[config.mk]
export PLATFORM = sky130hd
export DESIGN_NAME = dcache_miss_controller
export DESIGN_NICKNAME = d
export VERILOG_FILES = /design/src/rtl/dcache_miss_controller.sv
export SDC_FILE = /design/constraint.sdc
export NUM_CORES = 1
export LEC_CHECK = 0
export CAP_MARGIN = 25
export CORE_AREA = 2 2 100 102
export DETAILED_ROUTE_END_ITERATION = 6
export DIE_AREA = 0 0 102 104
export PLACE_DENSITY = 0.69
export SYNTH_ARGS = -nofsm -noshare
export SYNTH_HDL_FRONTEND = slang
export SYNTH_SLANG_ARGS = --single-unit
[constraint.sdc]
create_clock -name clk -period 2.73 [get_ports clk]
set_input_delay 0.4095 -clock clk [delete_from_list [all_inputs] [get_ports clk]]
set_output_delay 0.4095 -clock clk [all_outputs]
set_load 0.01 [all_outputs]
[src/rtl/dcache_miss_controller.sv]
// Data-cache miss controller.
// Services a write-back, write-allocate miss in three steps: write the dirty
// victim line back, refill the missing line from main memory, then install
// its tag. CacheStall holds the pipeline frozen until the line is present.
module dcache_miss_controller #(
  parameter int ADDR_WIDTH     = 32,
  parameter int WORDS_PER_LINE = 4
) (
  input  logic                              clk,
  input  logic                              rst,
  input  logic                              ReqValidM,
  input  logic [ADDR_WIDTH-1:0]             ReqAddrM,
  input  logic                              HitM,
  input  logic                              VictimDirty,
  input  logic [ADDR_WIDTH-1:0]             VictimAddr,
  output logic                              MemReq,
  output logic                              MemWrite,
  output logic [ADDR_WIDTH-1:0]             MemAddr,
  input  logic                              MemAck,
  output logic [$clog2(WORDS_PER_LINE)-1:0] LineBeat,
  output logic                              FillWe,
  output logic                              TagWe,
  output logic                              CacheStall
);

  localparam int BW  = $clog2(WORDS_PER_LINE);
  localparam int OFF = BW + 2;
  localparam logic [BW-1:0] LAST_BEAT = BW'(WORDS_PER_LINE - 1);

  typedef enum logic [1:0] {
    IDLE,
    WRITEBACK,
    REFILL,
    INSTALL
  } state_t;

  state_t                  state, stateNext;
  logic [BW-1:0]           beat, beatNext;
  logic [ADDR_WIDTH-1:0]   missAddr, missAddrNext;
  logic [ADDR_WIDTH-1:0]   victimBase, victimBaseNext;
  logic [ADDR_WIDTH-1:0]   beatOff;
  logic                    miss;

  // Byte offset of the current word within the line.
  assign beatOff = {{(ADDR_WIDTH-OFF){1'b0}}, beat, 2'b00};

  // A miss is only recognised while the controller is idle.
  assign miss = ReqValidM & ~HitM;

  // State, beat counter and latched miss/victim line addresses.
  always_ff @(posedge clk or posedge rst) begin
    if (rst) begin
      state      <= IDLE;
      beat       <= '0;
      missAddr   <= '0;
      victimBase <= '0;
    end else begin
      state      <= stateNext;
      beat       <= beatNext;
      missAddr   <= missAddrNext;
      victimBase <= victimBaseNext;
    end
  end

  // Next-state logic and memory/array strobes for the current phase.
  always_comb begin
    stateNext      = state;
    beatNext       = beat;
    missAddrNext   = missAddr;
    victimBaseNext = victimBase;
    MemReq         = 1'b0;
    MemWrite       = 1'b0;
    MemAddr        = '0;
    LineBeat       = '0;
    FillWe         = 1'b0;
    TagWe          = 1'b0;
    CacheStall     = 1'b1;

    unique case (state)
      IDLE: begin
        CacheStall = miss;
        if (miss) begin
          missAddrNext   = {ReqAddrM[ADDR_WIDTH-1:OFF], {OFF{1'b0}}};
          victimBaseNext = VictimAddr;
          beatNext       = '0;
          stateNext      = VictimDirty ? WRITEBACK : REFILL;
        end
      end

      WRITEBACK: begin
        MemReq   = 1'b1;
        MemWrite = 1'b1;
        MemAddr  = victimBase + beatOff;
        LineBeat = beat;
        if (MemAck) begin
          if (beat == LAST_BEAT) begin
            beatNext  = '0;
            stateNext = REFILL;
          end else begin
            beatNext = beat + BW'(1);
          end
        end
      end

      REFILL: begin
        MemReq   = 1'b1;
        MemAddr  = missAddr + beatOff;
        LineBeat = beat;
        FillWe   = MemAck;
        if (MemAck) begin
          beatNext = beat + BW'(1);
          if (beat == LAST_BEAT) begin
            stateNext = INSTALL;
          end
        end
      end

      INSTALL: begin
        TagWe     = 1'b1;
        stateNext = IDLE;
      end

      default: begin
        stateNext = IDLE;
      end
    endcase
  end

endmodule

==> Word level (Yosys, flattened, before mapping) <==
Index checks and enable logic that the tools add are counted.
W data, S select, Z words.
{ "totals": {"out_inout_bits": 39, "wordCells": 43, "inputBits": 70, "regBits": 64} }
{ "op_classes": {"n_bitwise": 2, "n_eq_ne": 9, "n_reduce_logical": 6, "mux": 19, "n_addsub": 3} }
{ "ops": {"columns": ["cell", "count"], "rows": [
  ["$add A32 B4 Y32", 2],
  ["$pmux W32 S2", 1],
  ["$mux W2", 11],
  ["$ne A2 B2 Y1 const B", 5],
  ["$pmux W2 S4", 1],
  ["$eq A2 B2 Y1 const B", 3],
  ["$pmux W2 S3", 1],
  ["$mux W1", 5],
  ["$reduce_and A5 Y1", 1],
  ["$reduce_and A4 Y1", 1],
  ["$reduce_bool A3 Y1", 1],
  ["$add A2 B1 Y2 const B", 1],
  ["$eq A2 B1 Y1 const B", 1],
  ["$logic_not A2 Y1", 1],
  ["$reduce_and A2 Y1", 1],
  ["$reduce_or A2 Y1", 1],
  ["$and A1 B1 Y1", 1],
  ["$not A1 Y1", 1]
]} }

==> Longest topological paths before layout <==
Gate-level depths: netlist of the first run.
{ "logic_depth": {"depth_word": 4, "depth_mapped": 8, "depth_no_buf": 6} }

==> Worst setup path after synthesis of the first run <==
Ideal clock, no wire load.
{ "synth_timing": {"path_kind": "reg2out", "start": "register beat[0]", "end": "output port MemAddr[26]", "required_ns": 2.321, "arrival_time_ns": 1.910, "stages_incl_launch_ff": 8, "path_buffers": 1, "setup_slack_ns": 0.411, "path_cell_list": "dfrtp_1 > ha_1 > fa_1 > nand3_1 > buf_2 > nor4_2 > a211oi_1 > a211o_1"} }
{ "synth_via": {"elab_chain_len": 2, "elab_cells_between_ends": 3, "cone_classes": "add/sub (2); mux (1)"} }
{ "synth_lines": {"columns": ["item", "line", "rtl"], "rows": [
  ["from (decl)", "38", "logic [BW-1:0] beat, beatNext;"],
  ["from (signal assigned)", "59", "beat <= beatNext;"],
  ["$add A32 B4 Y32 (on tied branches)", "107, 93", null],
  ["$pmux W32 S2 (*)", "79", "unique case (state)"],
  ["to (decl)", "18", "output logic [ADDR_WIDTH-1:0] MemAddr,"]
]} }
Mark *: on every way between the ends. The rest lies on a longest branch, timed or not.

==> Worst setup path after layout of the first run <==
{ "layout_timing": {"start": "register beat[0]", "end": "output port MemAddr[22]"} }
The elaborated chain is that of the path after synthesis.

==> impl_results.md, run 1 <==
* Clock sinks at 64
* Die Ht at roughly 100 um
* Asr flop ratio synth at between 90% and 100%
* Vias in the first global route at 3446
* DRC Markers at 0
* Clock Pin Slew Worst Setup and Hold Paths at 80 ps
* NumNets Final at roughly 580
* Status: complete, no violations
* Post-synthesis simple-gate area fraction at 18.73%
* TritonCTS clock tree: done
* GPL Wtd Cong at 0.8032
* Post-synthesis mux area share at about a fifth
* Post-synthesis compound-gate area fraction at 10.71%
* Clock skew at 7.969 ps
* Final critical-path required period at 2687 ps
* Antenna Cells at 0
* Static Leak at between 2 and 2.5 nW
* Setup crit start: beat[0]
* Post-placement cell area at 5200 um^2
* Synthesized Nets at 442
* Startpoint types: flip-flop
* Final Slew Violations at 0
* Worst hold path class: input pin to asynchronous set/reset pin
* Final hold violations at 0
* Multi-input gate area at 2217 um^2
* Antenna Violating Nets Remaining at 0
* Drt initial violations at 137
* Port buffer count at roughly 100
* Post-DP HPWL at between 7 and 8 mm
* Clock root cell: clkbuf_8
* Main combinational cell family by area after synthesis: multiplexers
* EDFF count, synth at 0
* IO Count at 109
* Skew-Pair Late Insertion Delay at 350 ps
* Die X at 102 um
* Setup CP Type: flip-flop to output port
* Via density per instance at 5.281
* Max-cap viol count at 0
* Row count at 36
* Arr. time, crit path at approximately 2300 ps
* H-tree levels at 3
* Core Region at 9549 um^2
* Pin count of the biggest net entering global routing at 61
* Commonest cells after routing, fill and taps aside: clkdlybuf4s50_1 (76), dfrtp_1 (63), mux2_2 (62)
* #FFs+latches synth at 64
* Sequential element share of the synthesized area at between 40 and 50%
* Tot Pwr at 5.883 mW
* Fillers at approximately 860
* Pre-antenna DRT Iters at 4
* Wirelength per Cell at 16.27 um
* Total CTS buffers at 9
* CTS Hold Bufs at 0
* Fin area at 5592 um^2
* Period Utilization, post-route at 98.41%
* Area of all sequential standard cells at ~1600 um^2
* Area share of fa/ha/maj cells after synthesis at 3.526%
* Max-Slew Margin vs Limit at 67.91%
* Initial antenna violation count at 0
* Distinct cells, synth at 49
* Vias at 3364
* CP Max Fanout at 3
* Initial Util at 39.39%
* Worst slew pin tran at 480.7 ps
* GRT Util Overall at between 20 and 25%
* Fmax at 372.2 MHz
* Layout cells sized above 1 at 31.94%
* First-pass GRT wire length at 16.99 mm
* CP Data Required Time at 2320 ps
* Final wirelength at 10.36 mm
* Final setup fails at 0
* XOR/XNOR Fraction of Synth Area at 2.329%
* Worst hold slack at 459.2 ps
* Yosys warnings at 0
* Syn avg cell area at 10.39 um^2
* PD cells at ~1100 nW/um^2
* Mapped Cells at 362
* Total congestion overflow at 0
* Crit end category: output port
* RSZ-0062 raised after global routing: true
* Commonest non-fill, non-tap cell in the layout: clkdlybuf4s50_1
* Final Util at 58.56%
* Worst vdd ir at between 0.4 and 0.5 mV
* Mapped Area at around 3800 um^2
* R2R Path Start: state[0]
* Synth Flop Type: dfrtp_1
* Synth-to-Final Area Change at 48.67%
* Clk buf depth at 2
* Die area at 10610 um^2
==> what timing repair did <==
item / in CTS / in global routing
buffers inserted: 7 / 1
cloned: 0 / 0
pin swaps: 6 / 6
resized for setup: 78 / 18
setup endpoints to repair: 28 / 18
==> stage by stage <==
step	instances	setup TNS (ps)	setup WS, ps
2_1_floorplan	362	0	410.7
3_3_place_gp	613	-637.4	-123.0
5_1_grt	637	-106.5	-46.85
4_1_cts	636	-1.961	-1.961
6_report	637	0	43.34
3_5_place_dp	613	-1183	-134.5
==> sequential cells by signal (all words and copies together) (netlist names) <==
| register | cells |
|---|---|
| missAddr | 28 |
| beat | 2 |
| victimBase | 32 |
| state | 2 |
==> kinds of logic after synthesis <==
kind of cell | Yosys count
and+or+nand+nor | 130
muxes | 65
DFF | 64
AOI/OAI and AO/OA | 56
buffers and inverters | 27
xor gates and xnor gates | 10
adders and majority gates | 10
==> worst max-delay path, stage by stage (launching register included) <==
cell	delay [ps]
dfrtp_1	400
ha_4	170
fa_2	230
nand3_4	90
or3_4	340
o311a_1	290
a221o_1	280
buf_6	130
==> layer usage <==
layer,track usage (%),up-vias,share of wire [%]
met5,0,-,0
met3,3.293,15,4.8
met2,33.13,105,49
met4,6.762,0,1.6
met1,27.09,1632,45
li1,-,1612,-
==> power breakdown <==
group | internal, mW | total, mW | switching, mW
sequential | 1.43 | 1.87 | 0.440
combinational | 1.63 | 3.09 | 1.46
clock | 0.534 | 0.921 | 0.386
total | 3.59 | 5.88 | 2.29
==> path summary, 6_finish.rpt <==
| kind | cells after the start | endpoint | slack (ps) |
|---|---|---|---|
| max reg2reg | 7 | beat[0] | 630 |
| max in group asynchronous | 3 | victimBase[28] | 1660 |
| max | 7 | MemAddr[22] | 40 |
| min reg2reg | 1 | victimBase[0] | 500 |
| min in group clk | 1 | victimBase[0] | 500 |
| min | 2 | victimBase[9] | 460 |
==> synth_stat cells, types with 3 or more instances <==
master / count / area share, %
a21oi_1: 3 / 0.40
xnor2_1: 8 / 1.9
a21boi_0: 4 / 0.80
o211ai_1: 5 / 1.0
mux2i_1: 3 / 0.80
o21ai_0: 13 / 1.7
mux2_2: 62 / 19
ha_1: 9 / 3.0
nand2_1: 34 / 3.4
inv_1: 6 / 0.60
clkbuf_1: 13 / 1.3
a22oi_1: 4 / 0.80
and2_1: 7 / 1.2
nand3_1: 26 / 3.5
nand4_1: 11 / 1.8
dfrtp_1: 64 / 43
nor4_1: 4 / 0.67
nor2b_1: 5 / 0.83
nor2_1: 11 / 1.1
a32oi_1: 8 / 1.9
nor3_1: 16 / 2.1
buf_1: 6 / 0.60
a21o_1: 6 / 1.2
==> layout make-up <==
type | count | area share [%]
Inverter | 6 | 0.4028
Multi-Input combinational cell | 271 | 39.65
Timing Repair Buffer | 147 | 24.37
Clock buffer | 10 | 2.461
Tap cell | 133 | 2.976
Sequential cell | 64 | 28.66
Clock inverter | 6 | 1.477
Note: power is estimated with default switching activity, not from simulation.
==> run 2, diff against run 1 <==
ABC_AREA = 1   (was unset)
CORE_AREA = 2 2 102 104   (was 2 2 100 102)
DIE_AREA = 0 0 104 106   (was 0 0 102 104)
PLACE_DENSITY = 0.67   (was 0.69)
==> run 2 against run 1 <==
Clock-buffer cell count is the same. Sequential power is essentially flat. Wire length rose by 10%. First-iteration DRC count rose by 22%. Total power shrank 2.8%. Sequential cell count unchanged. Clock power grew 3.8%. Critical endpoint unchanged.
==> impl_results.md, run 2 <==
* Status: complete, no violations
* Layout cells sized above 1 at roughly 22%
* Antenna Cells at 0
* Clk buf depth at 2
* Synthesized Nets at 567
* CTS Hold Bufs at 0
* Pin count of the biggest net entering global routing at 43
* Distinct cells, synth at 22
* Core Region at ~10000 um^2
* Static Leak at between 2 and 2.5 nW
* Post-placement cell area at 5130 um^2
* CP max stage delay at 400 ps
* CP Max Fanout at 4
* Via density per instance at 4.945
* Final wirelength at between 10 and 15 mm
* Worst path cell trace: ha_2 -> fa_2 -> nand3_4 -> inv_1 -> nand2_2 -> nor2_2 -> nand3_1 -> nand3_1 -> a21oi_2 -> clkdlybuf4s15_2
* Switching share of power at a little over two fifths
* Row count at 37
* TritonCTS clock tree: done
* Clock share of power at 16.7%
* CP Data Required Time at about 2300 ps
* GRT Util Overall at 21.45%
* Crit end category: output port
* Reg with most FFs: victimBase
* Area of all sequential standard cells at 1603 um^2
* # placed instances at 727
* Final critical-path required period at around 2700 ps
* NumNets Final at 687
* Fin area at 5404 um^2
* Most common cell in the synthesized netlist: nand2_1
* Max-Slew Margin vs Limit at 66.32%
* Top-area cell type share of the netlist area at a little over two fifths
* Post-DP HPWL at approximately 8.8 mm
* Internal power at 3.288 mW
* Commonest non-fill, non-tap cell in the layout: nand2_1
* Port buffer count at 104
* H-tree levels at 3
* Wirelength per Cell at 15.29 um
* Die Ht at ~110 um
* Max reg flops at 32
* Reg power frac at 32.5%
* Final Util at between 50% and 60%
* Worst vdd ir at 0.4847 mV
* Multi-input gate area at ~2100 um^2
* Clock Pin Slew Worst Setup and Hold Paths at 80 ps
* Commonest cells after routing, fill and taps aside: nand2_1 (123), clkdlybuf4s50_1 (76), dfrtp_1 (63)
* Largest area contributor in the netlist: dfrtp_1
* Arr. time, crit path at 2250 ps
* Setup CP Type: flip-flop to output port
* Total CTS buffers at 9
* Synth Flop Type: dfrtp_1
* Layout Cells excl Fill at ~750
* Die X at 104 um
* Startpoint types: flip-flop
* Clock sinks at 64
* #FFs+latches synth at 64
* EDFF count, synth at 0
* Syn avg cell area at 7.903 um^2
* Drt initial violations at 167
* Critical path's slowest cell: fa_2
* Skew-Pair Late Insertion Delay at 340 ps
* Period Utilization, post-route at 97.53%
* Total congestion overflow at 0
* Switching Power at ~2.4 mW
* Fmax at roughly 380 MHz
* Pre-antenna DRT Iters at 4
* Crit-path most repeated cell: nand3_1
* Vias in the first global route at approximately 3700
* IO Count at around 110
* Clock skew at 5.889 ps
* Synth area leaders: dfrtp_1 (42%), mux2_2 (13%), nand2_1 (12%), a21oi_1 (6.5%), nor2_1 (5.9%)
* Top cells by count, synth: nand2_1 (125), dfrtp_1 (64), nor2_1 (61)
* Delay-heaviest family, CP: adder cells
* Antenna Violating Nets Remaining at 0
* Die area at 11020 um^2
* Worst hold path class: input pin to asynchronous set/reset pin
* Final hold violations at 0
* Mapped Area at 3849 um^2
* Worst slew pin tran at between 500 and 600 ps
* Synth-to-Final Area Change at 40.41%
* PD cells at 1058 nW/um^2
* Comb pwr share at 50.8%
* First-pass GRT wire length at approximately 19 mm
* Mapped Cells at 487
* Initial antenna violation count at 0
* DRC Markers at 0
* Sequential element share of the synthesized area at a little over two fifths
* Fillers at 978
* Worst hold slack at roughly 430 ps
* Yosys warnings at 0
* Buf+Inv Stages, Crit Path at 2
* Clock root cell: clkbuf_8
* GPL Wtd Cong at 0.8674
* Vias at 3699
* Asr flop ratio synth at 100.0%
* Final Slew Violations at 0
* Final setup fails at 0
* Largest regs: victimBase (32), missAddr (28)
* Max-cap viol count at 0
* Initial Util at 38.49%
* RSZ-0062 raised after global routing: true
[run 2: changes by cell type after synthesis, sizes merged, moves of 12 or more]
cell,previous run,this run
nand3,26,41
nor3,16,0
mux2,62,45
inv,6,41
nand4,12,0
nor2,11,66
a21oi,3,50
nand2,34,130
[run 2: what timing repair did]
action / 4_1_cts / 5_1_grt
setup buffers: 5 / 0
resized for setup: 54 / 38
setup endpoints to repair: 28 / 19
pin swaps: 6 / 9
[run 2: final timing paths]
kind	end	start	cells past startpoint	slack, ps
worst min register to register	missAddr[26]	missAddr[26]	1	510
worst min-delay path	missAddr[6]	rst	2	430
min in group clk	missAddr[26]	missAddr[26]	1	510
worst max register to register	state[1]	state[1]	8	980
max in group asynchronous	beat[1]	rst	3	1690
worst max-delay path	MemAddr[22]	beat[0]	10	70
[run 2: cell families (layout without fill, tap and decap cells)]
logic type | Yosys count | count (layout) | share of synthesized area, %
AND/OR/NAND/NOR | 239 | 239 | 25.94
AO/OA/AOI/OAI | 71 | 71 | 9.623
flip-flops | 64 | 64 | 41.61
buffers and inverters | 58 | 183 | 6.209
multiplexers | 45 | 45 | 13.17
adder cells (fa/ha/maj) | 10 | 10 | 3.446
[run 2: metrics by stage]
stage               total power [mW]  setup slack, ps  setup TNS [ps]
finish                         5.716            67.47               0
global route                   6.156           -73.68          -138.4
CTS                            5.703           -29.78          -29.78
detailed placement             4.783           -6.188          -6.697
global placement               4.699           -2.873          -2.873
floorplan                      3.497            573.6               0
[run 2: per-layer routing]
layer | global-route usage [%] | wire, um | vias to the layer above | part of all wire [%]
met5 | 0 | 0 | - | 0
met3 | 4.721 | 678 | 18 | 5.9
met2 | 35.39 | 5510 | 106 | 48
met1 | 28.13 | 5021 | 1743 | 44
met4 | 7.046 | 227 | 0 | 2.0
li1 | - | - | 1832 | -
[run 2: layout make-up]
cell class / instances / area share, %
clock inverter: 6 / 1.690
sequential: 64 / 29.66
clock buffer: 10 / 2.547
tap: 136 / 3.149
timing repair buffer: 126 / 21.46
inverter: 41 / 2.848
multi-input combinational: 365 / 38.64
[run 2: power by group through the flow]
stage,combinational [mW],clock [mW],sequential [mW]
5_1_grt,3.21,1.02,1.93
3_3_place_gp,2.86,0,1.84
4_1_cts,2.89,0.978,1.83
6_report,2.90,0.956,1.86
2_1_floorplan,1.77,0,1.73
3_5_place_dp,2.92,0,1.86
==> run 3, diff against run 2 <==
clock period = 2.7 ns   (was 2.73 ns; I/O delays follow)
==> run 3 against run 2 <==
Total power rose by 2.6%. Utilization is 0.30 points higher. Die area unchanged.
==> impl_results.md, run 3 (synthesis results as in run 2) <==
* Status: complete, no violations
* GPL Wtd Cong at 0.8989
* CP Data Required Time at around 2300 ps
* Largest regs: victimBase (32), missAddr (28)
* Layout cells sized above 1 at 21.73%
* Clock skew at 7.813 ps
* Antenna Violating Nets Remaining at 0
* Crit end category: output port
* Final wirelength at 11.24 mm
* Max-Slew Margin vs Limit at 71.27%
* Internal power at 3.419 mW
* Worst vdd ir at 0.5074 mV
* Die Ht at 106 um
* Row count at 37
* TritonCTS clock tree: done
* PD cells at 1079 nW/um^2
* Die area at around 11000 um^2
* Clk buf depth at 2
* DRC Markers at 0
* Final hold violations at 0
* Setup CP Type: flip-flop to output port
* Max-cap viol count at 0
* Antenna Cells at 0
* Post-DP HPWL at between 8 and 9 mm
* Max reg flops at 32
* Clock root cell: clkbuf_8
* Switching Power at ~2.4 mW
* Wirelength per Cell at approximately 15 um
* Final setup fails at 0
* H-tree levels at 3
* Arr. time, crit path at about 2200 ps
* Startpoint types: flip-flop
* Fmax at 377.8 MHz
* Initial antenna violation count at 0
* Layout Cells excl Fill at 748
* Worst slew pin tran at roughly 430 ps
* Clock share of power at 17.4%
* Final Slew Violations at 0
* Commonest non-fill, non-tap cell in the layout: nand2_1
* Reg power frac at 32.1%
* Drt initial violations at roughly 230
* Initial Util at 38.49%
* Pin count of the biggest net entering global routing at slightly above 70
* CTS Hold Bufs at 0
* Total congestion overflow at 0
* Via density per instance at about 5.0
* Pre-antenna DRT Iters at 4
* Reg with most FFs: victimBase
* CP Max Fanout at 3
* Commonest cells after routing, fill and taps aside: nand2_1 (123), clkdlybuf4s50_1 (76), dfrtp_1 (64)
* Final critical-path required period at ~2600 ps
* NumNets Final at 687
* Period Utilization, post-route at 98.04%
* Tot Pwr at 5.865 mW
* Total CTS buffers at 9
* Final Util at 54.34%
* Comb pwr share at 50.5%
* Die X at ~100 um
* Vias in the first global route at 3670
* Vias at 3720
* Worst hold slack at 375.3 ps
* GRT Util Overall at 20.90%
* Synth-to-Final Area Change at 41.19%
* IO Count at 109
* Clock Pin Slew Worst Setup and Hold Paths at around 70 ps
* Port buffer count at 104
* Switching share of power at a little over two fifths
* Worst hold path class: input pin to asynchronous set/reset pin
* Skew-Pair Late Insertion Delay at roughly 350 ps
* # placed instances at 725
* Static Leak at 2.464 nW
* Core Region at 10000 um^2
* First-pass GRT wire length at 18.23 mm
* Clock sinks at 64
* RSZ-0062 raised after global routing: true
[run 3: cell count changes in the layout (fill, tap and decap cells not counted), moves of 2 or more]
cell,before,now
nand3_2,1,3
nor2_2,4,0
nor2_1,58,60
clkbuf_2,8,12
clkdlybuf4s15_2,3,0
nand3_1,39,37
nor2_4,4,6
[run 3: per-stage QoR]
step / area [um^2] / worst slack, ps / setup TNS (ps)
2_1_floorplan: 3849 / 548.1 / 0
3_3_place_gp: 5127 / -26.46 / -26.46
3_5_place_dp: 5127 / -14.28 / -14.28
4_1_cts: 5375 / -35.78 / -43.64
5_1_grt: 5434 / -17.28 / -59.05
6_report: 5434 / 52.86 / 0
[run 3: path summary, 6_finish.rpt]
kind,start,endpoint,slack (ps),depth (start not counted)
worst max-delay path,beat[0],MemAddr[8],50,9
worst max register to register,state[1],state[0],920,7
worst min register to register,missAddr[7],missAddr[7],510,1
worst min-delay path,rst,missAddr[4],380,2
max in group asynchronous,rst,victimBase[7],1710,3
min in group clk,missAddr[7],missAddr[7],510,1
[run 3: critical path, cell delays in order (launching register included)]
cell,delay (ps)
dfrtp_1,400
ha_2,210
fa_2,420
buf_4,160
nand2_1,50
inv_1,60
a21oi_1,130
o21ai_0,140
a21oi_1,180
clkbuf_2,160
[run 3: power by group through the flow]
stage | Sequential [mW] | Combinational (mW) | Clock [mW]
after CTS | 1.87 | 2.86 | 1.04
after floorplan | 1.75 | 1.79 | 0
after detailed placement | 1.88 | 2.96 | 0
after global placement | 1.86 | 2.92 | 0
final | 1.88 | 2.96 | 1.02
after global routing | 1.95 | 3.27 | 1.07
[run 3: routing by layer]
metal  vias up  track usage (%)  part of all wire [%]
met5         -                0                     0
met4         0            8.012                   2.2
met3        18            3.250                   5.7
met2       109            33.27                    47
met1      1769            28.76                    45
li1       1824                -                     -
[run 3: what timing repair did]
item                       in CTS  in global routing
setup buffers                   0                  7
resized for setup              43                 47
setup endpoints to repair      28                 22
pin swaps                       2                  7
[run 3: cell type report]
cell class                      instances  area [um^2]
Inverter                               41        153.9
Clock inverter                          7        120.1
Clock buffer                            9        123.9
Multi-Input combinational cell        365         2107
Timing Repair Buffer                  126         1157
Tap cell                              136        170.2
Sequential cell                        64         1602
Fill cell                             956         4566
